### config.mk
export PLATFORM = sky130hd
export DESIGN_NAME = encoder_sample_ctrl_flat
export DESIGN_NICKNAME = d
export VERILOG_FILES = /design/src/rtl/encoder_sample_ctrl_if.sv /design/src/rtl/encoder_sample_ctrl.sv /design/src/flat_wrapper.sv
export SDC_FILE = /design/constraint.sdc
export NUM_CORES = 1
export LEC_CHECK = 0
export CAP_MARGIN = 20
export CORE_UTILIZATION = 43
export CTS_CLUSTER_SIZE = 8
export DETAILED_ROUTE_END_ITERATION = 8
export PLACE_DENSITY = 0.68
export SLEW_MARGIN = 40
export SYNTH_ARGS = -nofsm -noshare
export SYNTH_HDL_FRONTEND = slang
export SYNTH_SLANG_ARGS = --single-unit
### constraint.sdc
create_clock -name clk -period 5.1 [get_ports clk]
set_input_delay 0.765 -clock clk [delete_from_list [all_inputs] [get_ports clk]]
set_output_delay 0.765 -clock clk [all_outputs]
set_load 0.01 [all_outputs]
### src/rtl/encoder_sample_ctrl_if.sv
// ---------------------------------------------------------------------------
// encoder_sample_ctrl_if
//   Sample delivery channel from the encoder sampling controller to the DSP
//   control loop.
//
//   Handshake: the producer raises sample_valid when pos_out/vel_out hold a
//   sample. A transfer happens on any rising clk edge where sample_valid and
//   sample_ready are both high. While sample_valid is high and sample_ready
//   is low, pos_out/vel_out are held, except when the producer overwrites
//   them with a newer sample and flags an overrun. The consumer may drive
//   sample_ready at any time, without waiting for sample_valid.
//
//   Signals:
//     sample_valid  producer -> consumer  pos_out/vel_out hold an unaccepted sample
//     sample_ready  consumer -> producer  consumer accepts the sample this cycle
//     pos_out[31:0] producer -> consumer  latched position count
//     vel_out[31:0] producer -> consumer  signed delta count over the last period
//
//   Modports: master = sample producer (the controller), slave = consumer.
// ---------------------------------------------------------------------------
interface encoder_sample_ctrl_if;
   logic        sample_valid;
   logic        sample_ready;
   logic [31:0] pos_out;
   logic [31:0] vel_out;

   modport master (
      output sample_valid,
      output pos_out,
      output vel_out,
      input  sample_ready
   );

   modport slave (
      input  sample_valid,
      input  pos_out,
      input  vel_out,
      output sample_ready
   );
endinterface

### src/rtl/encoder_sample_ctrl.sv
// ---------------------------------------------------------------------------
// encoder_sample_ctrl
//   Sequences sampling and homing of a 32-bit quadrature position counter.
//   In RUN the counter is sampled once every SAMPLE_DIV clk cycles; each
//   sample carries the position and the delta since the previous sample.
//   A homing request waits (bounded by HOME_TIMEOUT cycles) for a rising
//   edge on the encoder index pulse, then pulses the decoder reset for one
//   cycle and restarts sampling from a zero reference.
//
//   Ports:
//     clk          in   system clock
//     rst          in   asynchronous, active-high reset
//     count_in     in   position count from the quadrature decoder (clk domain)
//     index_in     in   encoder index pulse, asynchronous to clk
//     home_req     in   single-cycle request to start homing
//     clr_ovr      in   single-cycle clear of the overrun flag
//     smp          if   sample channel (master side): sample_valid, pos_out,
//                       vel_out out; sample_ready in
//     dec_rst      out  registered reset to the quadrature decoder
//     homed        out  homing completed successfully
//     home_err     out  sticky: last homing attempt timed out
//     overrun      out  sticky: a sample was overwritten before acceptance
//     busy         out  a homing sequence is in progress
//     dbg_state_o  out  current FSM state encoding (observation only)
// ---------------------------------------------------------------------------
module encoder_sample_ctrl #(
   parameter int unsigned SAMPLE_DIV   = 1000,    // clk cycles per sample period, >= 4
   parameter int unsigned HOME_TIMEOUT = 1000000  // max cycles waiting for index, >= 2
) (
   input  logic                  clk,
   input  logic                  rst,
   input  logic [31:0]           count_in,
   input  logic                  index_in,
   input  logic                  home_req,
   input  logic                  clr_ovr,
   encoder_sample_ctrl_if.master smp,
   output logic                  dec_rst,
   output logic                  homed,
   output logic                  home_err,
   output logic                  overrun,
   output logic                  busy,
   output logic [1:0]            dbg_state_o
);

   localparam int unsigned DIV_W = (SAMPLE_DIV > 1) ? $clog2(SAMPLE_DIV) : 1;
   localparam int unsigned TO_W  = (HOME_TIMEOUT > 1) ? $clog2(HOME_TIMEOUT) : 1;
   localparam logic [DIV_W-1:0] DIV_LAST = DIV_W'(SAMPLE_DIV - 1);
   localparam logic [TO_W-1:0]  TO_LAST  = TO_W'(HOME_TIMEOUT - 1);

   typedef enum logic [1:0] {
      ST_RUN         = 2'd0,
      ST_HOME_WAIT   = 2'd1,
      ST_HOME_CLR    = 2'd2,
      ST_HOME_SETTLE = 2'd3
   } state_t;

   state_t           state_q, state_d;
   logic [DIV_W-1:0] div_q, div_d;
   logic [TO_W-1:0]  tout_q, tout_d;
   logic [31:0]      prev_q, prev_d;
   logic [31:0]      pos_q, pos_d;
   logic [31:0]      vel_q, vel_d;
   logic             valid_q, valid_d;
   logic             ovr_q, ovr_d;
   logic             homed_q, homed_d;
   logic             err_q, err_d;
   logic             dec_rst_q, dec_rst_d;

   // Index synchronizer: two flops for metastability plus one delay flop
   // so a rising edge can be detected as a single-cycle pulse.
   logic idx_s1_q, idx_s2_q, idx_s3_q;

   logic tick;        // last cycle of a sample period
   logic idx_edge;    // synchronized rising edge of index_in
   logic accept;      // current sample is taken by the consumer this cycle
   logic enter_wait;  // leaving RUN for HOME_WAIT this cycle
   logic ovr_set;     // a pending sample is being overwritten this cycle

   always_ff @(posedge clk or posedge rst) begin
      if (rst) begin
         idx_s1_q <= 1'b0;
         idx_s2_q <= 1'b0;
         idx_s3_q <= 1'b0;
      end else begin
         idx_s1_q <= index_in;
         idx_s2_q <= idx_s1_q;
         idx_s3_q <= idx_s2_q;
      end
   end

   assign idx_edge = idx_s2_q & ~idx_s3_q;
   assign tick     = (state_q == ST_RUN) && (div_q == DIV_LAST);
   assign accept   = valid_q & smp.sample_ready;

   // State register and all datapath registers.
   always_ff @(posedge clk or posedge rst) begin
      if (rst) begin
         state_q   <= ST_RUN;
         div_q     <= '0;
         tout_q    <= '0;
         prev_q    <= '0;
         pos_q     <= '0;
         vel_q     <= '0;
         valid_q   <= 1'b0;
         ovr_q     <= 1'b0;
         homed_q   <= 1'b0;
         err_q     <= 1'b0;
         dec_rst_q <= 1'b1;
      end else begin
         state_q   <= state_d;
         div_q     <= div_d;
         tout_q    <= tout_d;
         prev_q    <= prev_d;
         pos_q     <= pos_d;
         vel_q     <= vel_d;
         valid_q   <= valid_d;
         ovr_q     <= ovr_d;
         homed_q   <= homed_d;
         err_q     <= err_d;
         dec_rst_q <= dec_rst_d;
      end
   end

   // Next-state and datapath logic.
   always_comb begin
      state_d    = state_q;
      div_d      = div_q;
      tout_d     = tout_q;
      prev_d     = prev_q;
      pos_d      = pos_q;
      vel_d      = vel_q;
      valid_d    = valid_q;
      homed_d    = homed_q;
      err_d      = err_q;
      enter_wait = 1'b0;
      ovr_set    = 1'b0;

      // Sampling and handshake. A tick always loads a new sample; if the
      // old one is still pending and not being taken, it is lost (overrun).
      // If it is being taken on the same edge, valid simply stays high.
      if (tick) begin
         pos_d   = count_in;
         vel_d   = count_in - prev_q;  // modulo 2^32 gives the signed delta
         prev_d  = count_in;
         valid_d = 1'b1;
         ovr_set = valid_q & ~smp.sample_ready;
      end else if (accept) begin
         valid_d = 1'b0;
      end

      case (state_q)
         ST_RUN: begin
            div_d = tick ? '0 : div_q + 1'b1;
            // A coincident tick has already been sampled above.
            if (home_req) begin
               state_d    = ST_HOME_WAIT;
               enter_wait = 1'b1;
               div_d      = '0;
               tout_d     = '0;
               homed_d    = 1'b0;
               err_d      = 1'b0;
            end
         end
         ST_HOME_WAIT: begin
            div_d = '0;
            // An index edge wins over a timeout in the same cycle. On timeout
            // the counter is left at its final value.
            if (idx_edge) begin
               state_d = ST_HOME_CLR;
            end else if (tout_q == TO_LAST) begin
               err_d   = 1'b1;
               state_d = ST_RUN;
            end else begin
               tout_d = tout_q + 1'b1;
            end
         end
         ST_HOME_CLR: begin
            div_d   = '0;
            state_d = ST_HOME_SETTLE;
         end
         ST_HOME_SETTLE: begin
            // The decoder was cleared on the previous edge, so the next delta
            // is measured from zero and a full period elapses before it.
            div_d   = '0;
            prev_d  = '0;
            homed_d = 1'b1;
            state_d = ST_RUN;
         end
         default: begin
            state_d = ST_RUN;
         end
      endcase

      // A new overrun event takes priority over any clear.
      if (ovr_set) begin
         ovr_d = 1'b1;
      end else if (clr_ovr || enter_wait) begin
         ovr_d = 1'b0;
      end else begin
         ovr_d = ovr_q;
      end

      // Registered so dec_rst is high for exactly the cycle spent in HOME_CLR.
      dec_rst_d = (state_d == ST_HOME_CLR);
   end

   assign smp.sample_valid = valid_q;
   assign smp.pos_out      = pos_q;
   assign smp.vel_out      = vel_q;
   assign dec_rst          = dec_rst_q;
   assign homed            = homed_q;
   assign home_err         = err_q;
   assign overrun          = ovr_q;
   assign busy             = (state_q != ST_RUN);
   assign dbg_state_o      = state_q;

endmodule

### src/flat_wrapper.sv
// flat-port wrapper written by rule: the top's interface ports become plain ports
module encoder_sample_ctrl_flat 
#(
   parameter int unsigned SAMPLE_DIV   = 1000,                                         
   parameter int unsigned HOME_TIMEOUT = 1000000                                       
)
  (clk, rst, count_in, index_in, home_req, clr_ovr, dec_rst, homed, home_err, overrun, busy, dbg_state_o, smp_sample_valid, smp_pos_out, smp_vel_out, smp_sample_ready);
  encoder_sample_ctrl_if smp_i ();
  input  logic clk;
  input  logic rst;
  input  logic [31:0] count_in;
  input  logic index_in;
  input  logic home_req;
  input  logic clr_ovr;
  output logic dec_rst;
  output logic homed;
  output logic home_err;
  output logic overrun;
  output logic busy;
  output logic [1:0] dbg_state_o;
  output wire logic [$bits(smp_i.sample_valid)-1:0] smp_sample_valid;
  output wire logic [$bits(smp_i.pos_out)-1:0] smp_pos_out;
  output wire logic [$bits(smp_i.vel_out)-1:0] smp_vel_out;
  input wire logic [$bits(smp_i.sample_ready)-1:0] smp_sample_ready;
  assign smp_sample_valid = smp_i.sample_valid;
  assign smp_pos_out = smp_i.pos_out;
  assign smp_vel_out = smp_i.vel_out;
  assign smp_i.sample_ready = smp_sample_ready;
  encoder_sample_ctrl #(.SAMPLE_DIV(SAMPLE_DIV), .HOME_TIMEOUT(HOME_TIMEOUT)) u_core (.clk(clk), .rst(rst), .count_in(count_in), .index_in(index_in), .home_req(home_req), .clr_ovr(clr_ovr), .smp(smp_i), .dec_rst(dec_rst), .homed(homed), .home_err(home_err), .overrun(overrun), .busy(busy), .dbg_state_o(dbg_state_o));
endmodule
# After elaboration in Yosys (flattened, before gate mapping)
# Cells that the tools add are included.
# word_totals
reg_bits,136
input_bits,38
output_inout_bits,72
wordCells,70
# op_classes
add_sub_neg,3
n_eq_ne,10
mux,25
bitwise,5
n_reduce_logical,13
# op_table
operator,n
$mux W32,2
$mux W20,3
$pmux W20 S2,1
$sub A32 B32 Y32,1
$add A20 B1 Y20 const B,1
$eq A20 B20 Y1 const B,1
$mux W10,2
$pmux W10 S2,1
$reduce_bool A2 Y1,6
$add A10 B1 Y10 const B,1
$eq A10 B10 Y1 const B,1
$mux W1,10
$pmux W2 S4,1
$reduce_and A4 Y1,2
$eq A2 B2 Y1 const B,3
$mux W2,3
$ne A2 B2 Y1 const B,3
$pmux W1 S2,2
$and A1 B1 Y1,3
$reduce_or A3 Y1,1
$eq A2 B1 Y1 const B,1
$logic_not A2 Y1,1
$ne A2 B1 Y1 const B,1
$not A1 Y1,2
3 further kinds,3

# Longest topological paths before layout
# Gate-level depths: netlist of the first run.
# depth
ltp_word,5
ltp_mapped,10
depth_no_buf,10

# Worst setup path before layout of the first run
# Ideal clock, no wire load.
# synth_path
kind,input to register
start,input port count_in[0]
end,register u_core.vel_q[18] (netlist: u_core.smp.vel_out[18])
setup_time_ps,131
arrival_ps,2852
t_required_ps,4969
slack_ps,2117
path_stages,10
path_buffers,0
path_cell_list,inv_1 ha_1 inv_1 fa_1 a211oi_1 o21ai_0 a21oi_1 o21ba_2 nor4_1 or3_1
# synth_between
elab_chain_len,1
# synth_rtl
element,line,text
"start, declared",flat_wrapper.sv:11,input logic [31:0] count_in;
$sub A32 B32 Y32,encoder_sample_ctrl.sv:143,vel_d = count_in - prev_q;
"end signal, assigned",encoder_sample_ctrl.sv:115,vel_q <= vel_d;
"end, declared",encoder_sample_ctrl.sv:62,"logic [31:0] vel_q, vel_d;"
# Every way passes these cells.
# A chain may end at the register's enable or synchronous reset.

# Worst setup path in the final report of the first run
# Same ends and word-level chain as after synthesis.

==> summary.md, run 1 <==
| Metric | Value |
|---|---|
| Capturing element type of the critical path | `flip-flop` |
| Die height | `133 um` |
| DIE AREA | `around 18000 um2` |
| Clock sinks | `136` |
| Pin count of the biggest net entering global routing | `64` |
| Fraction of layout instances using a drive strength above 1 | `roughly 5.7%` |
| Count of fill cells added during filler insertion | `1529` |
| Register cell area after layout | `3400 um2` |
| Clock latency on the worst-skew pair | `430 ps` |
| Top cell family by delay on the critical path | `compound AO/OA/AOI/OAI gates` |
| Buffers and inverters on the worst path | `3` |
| Resized Gates After CTS | `0` |
| Maximum clock frequency | `291 MHz` |
| Routed length per placed instance | `15.2 um` |
| Hold Path Class | `flip-flop to flip-flop` |
| Transition at the pin with the smallest max-transition slack | `802 ps` |
| Starting DRT DRC Count | `339` |
| Number of global-route vias before repair | `5915` |
| Post-Layout Inst Area | `9240 um2` |
| Standby leakage power | `0.00411 uW` |
| Critical Path Source Type | `input pin` |
| TritonCTS clock tree | `built` |
| Result of the run | `complete, no violations` |
| Placement Rows | `47` |
| Number of antenna violations at the first check in global routing | `0` |
| Final Max Tran Viols | `0` |
| Synthesized netlist cell count | `847` |
| Yosys warning count | `0` |
| Count of nets after finishing | `1024` |
| Count of buffers inserted at the top-level ports | `109` |
| First-pass GRT wire length | `30.1 mm` |
| Unique cell type count in the Yosys netlist | `66` |
| Critical path, cell by cell | `clkdlybuf4s50_1 -> inv_1 -> ha_1 -> inv_1 -> fa_1 -> a211oi_1 -> o21ai_0 -> a21oi_1 -> o21ba_2 -> nor4_1 -> or3_1` |
| Slew headroom | `46.4%` |
| Multi-input logic area | `3650 um2` |
| DRT Pass-1 Iters | `5` |
| Count of endpoints failing hold in the final timing report | `0` |
| Commonest cells post-synth | `sky130_fd_sc_hd__nand2_1 (238), sky130_fd_sc_hd__dfrtp_1 (135), sky130_fd_sc_hd__nor2_1 (50)` |
| Worst reg2reg setup slack | `2150 ps` |
| Clock buffer count from CTS | `17` |
| Proportion of register bits with asynchronous set or reset after synthesis | `100%` |
| Cell at the root of the clock tree | `sky130_fd_sc_hd__clkbuf_16` |
| Maximum root-to-sink buffer count | `2` |
| Die extent in x | `133 um` |
| Cell with the largest stage delay on the worst path | `sky130_fd_sc_hd__a21oi_1` |
| Average footprint of a synthesized cell | `8.66 um2` |
| Area added between synthesis and finish | `26.0%` |
| Detailed Route WL | `around 18 mm` |
| Global route total overflow | `0` |
| Crit Path Class | `input pin to flip-flop` |
| Count of flip-flops with a built-in enable after synthesis | `0` |
| Net count after synthesis | `919` |
| Clk slew on worst S/H paths | `around 60 ps` |
| Post-synthesis instance area | `approximately 7300 um2` |
| Proportion of synthesized chip area in sequential cells | `46.4%` |
| Level count of the clock H-tree | `4` |
| Final HPWL DP | `12.9 mm` |
| Time the final worst path needs with I/O delays and setup | `approximately 3400 ps` |
| Fraction of synthesized cell area taken by the top area cell type | `46.1%` |
| Arr. time, crit path | `3740 ps` |
| Yosys top cell by area | `sky130_fd_sc_hd__dfrtp_1` |
| Number of buffers inserted for hold repair after clock tree synthesis | `0` |
| Sum of negative setup slack | `0 ps` |
| Area post-placement | `just under 9000 um2` |
| Initial Utilization | `between 40% and 50%` |
| # Max-Cap Violations | `0` |
| Setup repair after global routing missed its margin | `no` |
| Setup violations, final | `0` |
| Synth Register Bits | `136` |
| Post-DRT Antenna Nets | `0` |
| Peak ir drop on the vdd network | `0.299 mV` |
| Data required time of the worst path | `5400 ps` |
| Setup skew after layout | `9.98 ps` |
| CP max FO | `7` |
| Antenna diode count | `0` |
| Top flip-flop cell by instance count after synthesis | `sky130_fd_sc_hd__dfrtp_1` |
| Total setup buffers inserted after CTS | `0` |
| CP max stage delay | `550 ps` |
| Overall via count from detail_route | `6241` |
| Fin crit share | `67.4%` |
| Aggregate global-route resource usage | `21.6%` |
| Top cells by area in the synthesized netlist | `sky130_fd_sc_hd__dfrtp_1 (46%), sky130_fd_sc_hd__nand2_1 (12%), sky130_fd_sc_hd__ha_1 (5.6%)` |
| DRC Markers | `0` |
| Final weighted congestion of routability-driven global placement | `0.862` |
| CORE AREA | `around 17000 um2` |
| Most repeated cell in the gate-level netlist after synthesis | `sky130_fd_sc_hd__nand2_1` |
| Most frequent CP cell | `sky130_fd_sc_hd__inv_1` |
| Number of vias per cell | `5.27` |
| Pwr per Cell Area | `436 nW/um2` |
| Boundary Pins | `110` |
final cells by class:
type / instances / area share (%)
Tap cell: 220 / 2.98
Timing Repair Buffer: 118 / 12.7
Inverter: 42 / 1.76
Clock inverter: 14 / 1.65
Sequential cell: 136 / 36.8
Clock buffer: 18 / 4.64
Multi-Input combinational cell: 637 / 39.5
cell families after synthesis:
logic type / synth area share (%)
simple gates: 24.2
compound gates: 15.0
flops: 46.4
buf+inv: 4.14
xor+xnor: 4.06
fa+ha+maj: 5.90
mux: 0.290
flip-flops by register name, indices dropped and copies added, names as in the netlist:
signal                   flops
u_core.dbg_state_o           2
u_core.dec_rst               1
u_core.div_q                10
u_core.home_err              1
u_core.homed                 1
u_core.idx_s1_q              1
u_core.idx_s2_q              1
u_core.idx_s3_q              1
u_core.overrun               1
u_core.prev_q               32
u_core.smp.pos_out          32
u_core.smp.sample_valid      1
u_core.smp.vel_out          32
u_core.tout_q               20
worst register-to-register path, delay by kind of cell, from the launching register on:
| family | cells | cell delay [ps] |
|---|---|---|
| adder cells (fa/ha/maj) | 2 | 600 |
| buffers and inverters | 1 | 60 |
| AO/OA/AOI/OAI | 4 | 1430 |
| flip-flops | 1 | 340 |
| AND/OR/NAND/NOR | 2 | 410 |
cells in the final DEF (no fill, tap or decap), drive strengths merged, types with 8 or more instances in the layout:
cell type,netlist,layout
clkbuf,21,18
o21ai,48,48
nor3,14,14
or3,13,13
clkdlybuf4s50,0,109
a21o,11,11
nand3,15,15
nand4,21,21
ha,33,33
a21oi,47,47
inv,42,43
xor2,21,21
xnor2,13,13
nor2,50,50
dfrtp,135,135
nand2,238,238
nand2b,8,8
buf,11,9
o211ai,12,12
power by group:
group / switching (uW) / total (uW) / internal, uW
Combinational: 948 / 1510 / 561
Clock: 485 / 1210 / 720
Sequential: 91.9 / 1320 / 1220
Total: 1520 / 4030 / 2500
through the flow:
stage	setup WS, ps	hold slack [ps]	power [uW]	std cells	utilization (%)
2_1_floorplan	697	331	2410	847	-
4_1_cts	1690	354	4050	1185	55.5
6_report	1660	349	4030	1185	55.5
3_5_place_dp	1240	341	2830	1153	52.0
3_3_place_gp	1270	341	2800	1151	51.8
5_1_grt	1410	368	4320	1185	55.5
final timing paths:
path,cells past startpoint,from,to
max reg2reg,9,u_core.prev_q[0]$_DFFE_PP0P_,u_core.smp.vel_out[18]$_DFFE_PP0P_
max in group asynchronous,3,rst,u_core.smp.vel_out[25]$_DFFE_PP0P_
min,0,u_core.idx_s1_q$_DFF_PP0_,u_core.idx_s2_q$_DFF_PP0_
min in group asynchronous,2,rst,u_core.tout_q[15]$_DFFE_PP0P_
min reg2reg,0,u_core.idx_s1_q$_DFF_PP0_,u_core.idx_s2_q$_DFF_PP0_
max,11,count_in[0],u_core.smp.vel_out[18]$_DFFE_PP0P_
metal layers:
layer | routed length, um | vias up | GRT usage [%] | part of all wire, %
li1 | - | 3142 | - | -
met1 | 8910 | 2935 | 30.6 | 49
met2 | 8120 | 144 | 33.3 | 45
met3 | 732 | 20 | 3.72 | 4.1
met4 | 276 | 0 | 7.66 | 1.5
met5 | 0 | - | 0 | 0
No activity file was read; power rests on OpenSTA's default activity.
==> run 2: changes to the inputs <==
==> constraint.sdc (replaced) <==
create_clock -name clk -period 3.2 [get_ports clk]
set_input_delay 0.48 -clock clk [delete_from_list [all_inputs] [get_ports clk]]
set_output_delay 0.48 -clock clk [all_outputs]
set_load 0.01 [all_outputs]
==> summary.md, run 2 (synthesized netlist as in run 1, its figures left out) <==
| Metric | Value |
|---|---|
| Number of buffers inserted for hold repair after clock tree synthesis | `0` |
| Final HPWL DP | `about 13 mm` |
| Setup violations, final | `0` |
| Top cell family by delay on the critical path | `compound AO/OA/AOI/OAI gates` |
| Most common cell after layout, fill and taps aside | `sky130_fd_sc_hd__nand2_1` |
| Clk slew on worst S/H paths | `60 ps` |
| Sum of negative setup slack | `0 ps` |
| TritonCTS clock tree | `built` |
| Area added between synthesis and finish | `28.0%` |
| CP max stage delay | `around 400 ps` |
| Die height | `133 um` |
| Crit Path Class | `input pin to flip-flop` |
| Transition at the pin with the smallest max-transition slack | `647 ps` |
| Number of vias per cell | `5.31` |
| Total setup buffers inserted after CTS | `0` |
| Capturing element type of the critical path | `flip-flop` |
| Boundary Pins | `110` |
| Post-DRT Antenna Nets | `0` |
| Hold Path Class | `flip-flop to flip-flop` |
| Count of endpoints failing hold in the final timing report | `0` |
| Worst hold margin | `approximately 350 ps` |
| Buffers and inverters on the worst path | `4` |
| DIE AREA | `~18000 um2` |
| Pin count of the biggest net entering global routing | `70` |
| Finished Core Util | `56.4%` |
| Resized Gates After CTS | `0` |
| Clock buffer count from CTS | `17` |
| Setup skew after layout | `6.79 ps` |
| Fraction of power spent switching nets | `36.1%` |
| Number of antenna violations at the first check in global routing | `0` |
| Count of buffers inserted at the top-level ports | `109` |
| Number of non-filler instances in the completed layout | `1195` |
| Top library cells by usage in the layout, fill and taps aside | `sky130_fd_sc_hd__nand2_1 (238), sky130_fd_sc_hd__dfrtp_1 (135), sky130_fd_sc_hd__clkdlybuf4s50_1 (109), sky130_fd_sc_hd__nor2_1 (50), sky130_fd_sc_hd__o21ai_0 (48)` |
| Number of cells in the design after placement | `between 1000 and 1500` |
| # Max-Cap Violations | `0` |
| Global route total overflow | `0` |
| Cell at the root of the clock tree | `sky130_fd_sc_hd__clkbuf_16` |
| Clock sinks | `approximately 140` |
| Cell with the largest stage delay on the worst path | `sky130_fd_sc_hd__clkdlybuf4s50_1` |
| Slew headroom | `around 57%` |
| Maximum clock frequency | `364 MHz` |
| Result of the run | `complete, no violations` |
| Peak ir drop on the vdd network | `0.456 mV` |
| Fin crit share | `85.9%` |
| Critical path, cell by cell | `clkdlybuf4s50_1 -> inv_1 -> ha_1 -> inv_1 -> fa_1 -> a211oi_1 -> o211ai_1 -> a21bo_2 -> o211ai_1 -> buf_4 -> or3b_1 -> nand3_1` |
| Internal power contribution | `4280 uW` |
| Detailed Route WL | `between 15 and 20 mm` |
| Final Max Tran Viols | `0` |
| Standby leakage power | `0.00420 uW` |
| Final setup slack of the worst path | `453 ps` |
| Overall via count from detail_route | `6344` |
| DRT Pass-1 Iters | `4` |
| Maximum root-to-sink buffer count | `2` |
| Final weighted congestion of routability-driven global placement | `0.886` |
| Data required time of the worst path | `3560 ps` |
| Pwr per Cell Area | `713 nW/um2` |
| Sequential share of power | `31.4%` |
| DRC Markers | `0` |
| Count of fill cells added during filler insertion | `1550` |
| Antenna diode count | `0` |
| Count of nets after finishing | `roughly 1000` |
| Setup slack after placement | `21.5 ps` |
| Initial Utilization | `~44%` |
| Critical Path Source Type | `input pin` |
| Setup repair after global routing missed its margin | `no` |
| Starting DRT DRC Count | `362` |
| Clock share of power | `between 30% and 40%` |
| Arr. time, crit path | `3100 ps` |
| Number of global-route vias before repair | `6029` |
| CP max FO | `4` |
| Placement Rows | `47` |
| First-pass GRT wire length | `29.9 mm` |
| Fraction of layout instances using a drive strength above 1 | `approximately 6.4%` |
| Die extent in x | `around 130 um` |
| Time the final worst path needs with I/O delays and setup | `2750 ps` |
| Aggregate global-route resource usage | `21.4%` |
| Relative contribution of combinational cells to total power | `around 37%` |
| Level count of the clock H-tree | `4` |
| Switching power summed over all nets | `2410 uW` |
| Routed length per placed instance | `14.9 um` |
| Clock latency on the worst-skew pair | `420 ps` |
| CORE AREA | `16600 um2` |
run 2: changes by cell type in the layout (fill, tap and decap cells not counted), sizes merged:
| cell | delta |
|---|---|
| clkbuf | +2 |
| buf | +10 |
| clkinvlp | -2 |
| clkinv | -2 |
| inv | -1 |
| bufinv | +3 |
run 2: metal layers:
| layer | global-route usage, % | part of all wire (%) |
|---|---|---|
| met1 | 30.4 | 50 |
| met2 | 32.6 | 44 |
| met3 | 4.10 | 4.2 |
| met4 | 7.34 | 1.7 |
| met5 | 0 | 0 |
run 2: cell type report:
cell class	instances	area (um2)	area share, %
Clock inverter	12	199	2.12
Multi-Input combinational cell	637	3640	38.8
Inverter	42	161	1.72
Timing Repair Buffer	128	1270	13.5
Sequential cell	136	3400	36.3
Clock buffer	20	437	4.65
Tap cell	220	275	2.93
run 2: worst paths after layout:
path | from | to | slack, ps | depth (start not counted)
worst max-delay path | count_in[0] | u_core.smp.vel_out[30]$_DFFE_PP0P_ | 450 | 12
worst min-delay path | u_core.idx_s1_q$_DFF_PP0_ | u_core.idx_s2_q$_DFF_PP0_ | 350 | 0
worst max register to register | u_core.dbg_state_o[0]$_DFF_PP0_ | u_core.smp.vel_out[5]$_DFFE_PP0P_ | 490 | 5
worst min register to register | u_core.idx_s1_q$_DFF_PP0_ | u_core.idx_s2_q$_DFF_PP0_ | 350 | 0
max in group asynchronous | rst | u_core.smp.vel_out[8]$_DFFE_PP0P_ | 2010 | 3
min in group asynchronous | rst | u_core.div_q[7]$_DFF_PP0_ | 460 | 2
run 2: per-stage QoR:
step	power [uW]	cell area, um2
3_3_place_gp	4530	8750
4_1_cts	6710	9390
6_report	6690	9390
5_1_grt	7150	9390
3_5_place_dp	4560	8750
2_1_floorplan	3840	7340
run 2: power groups by stage:
stage | registers [uW] | clock network (uW) | logic, uW
global placement | 2120 | 0 | 2410
floorplan | 2100 | 0 | 1740
detailed placement | 2120 | 0 | 2430
global route | 2130 | 2240 | 2770
finish | 2100 | 2120 | 2470
CTS | 2100 | 2160 | 2450
==> run 3: changes to the inputs <==
--- a/config.mk
+++ b/config.mk
@@ -10,7 +10,6 @@
 export CTS_CLUSTER_SIZE = 8
 export DETAILED_ROUTE_END_ITERATION = 8
 export PLACE_DENSITY = 0.68
-export SLEW_MARGIN = 40
 export SYNTH_ARGS = -nofsm -noshare
 export SYNTH_HDL_FRONTEND = slang
 export SYNTH_SLANG_ARGS = --single-unit
==> results of run 3 <==
No change in the layout: final DEF, timing and power equal those of run 2.
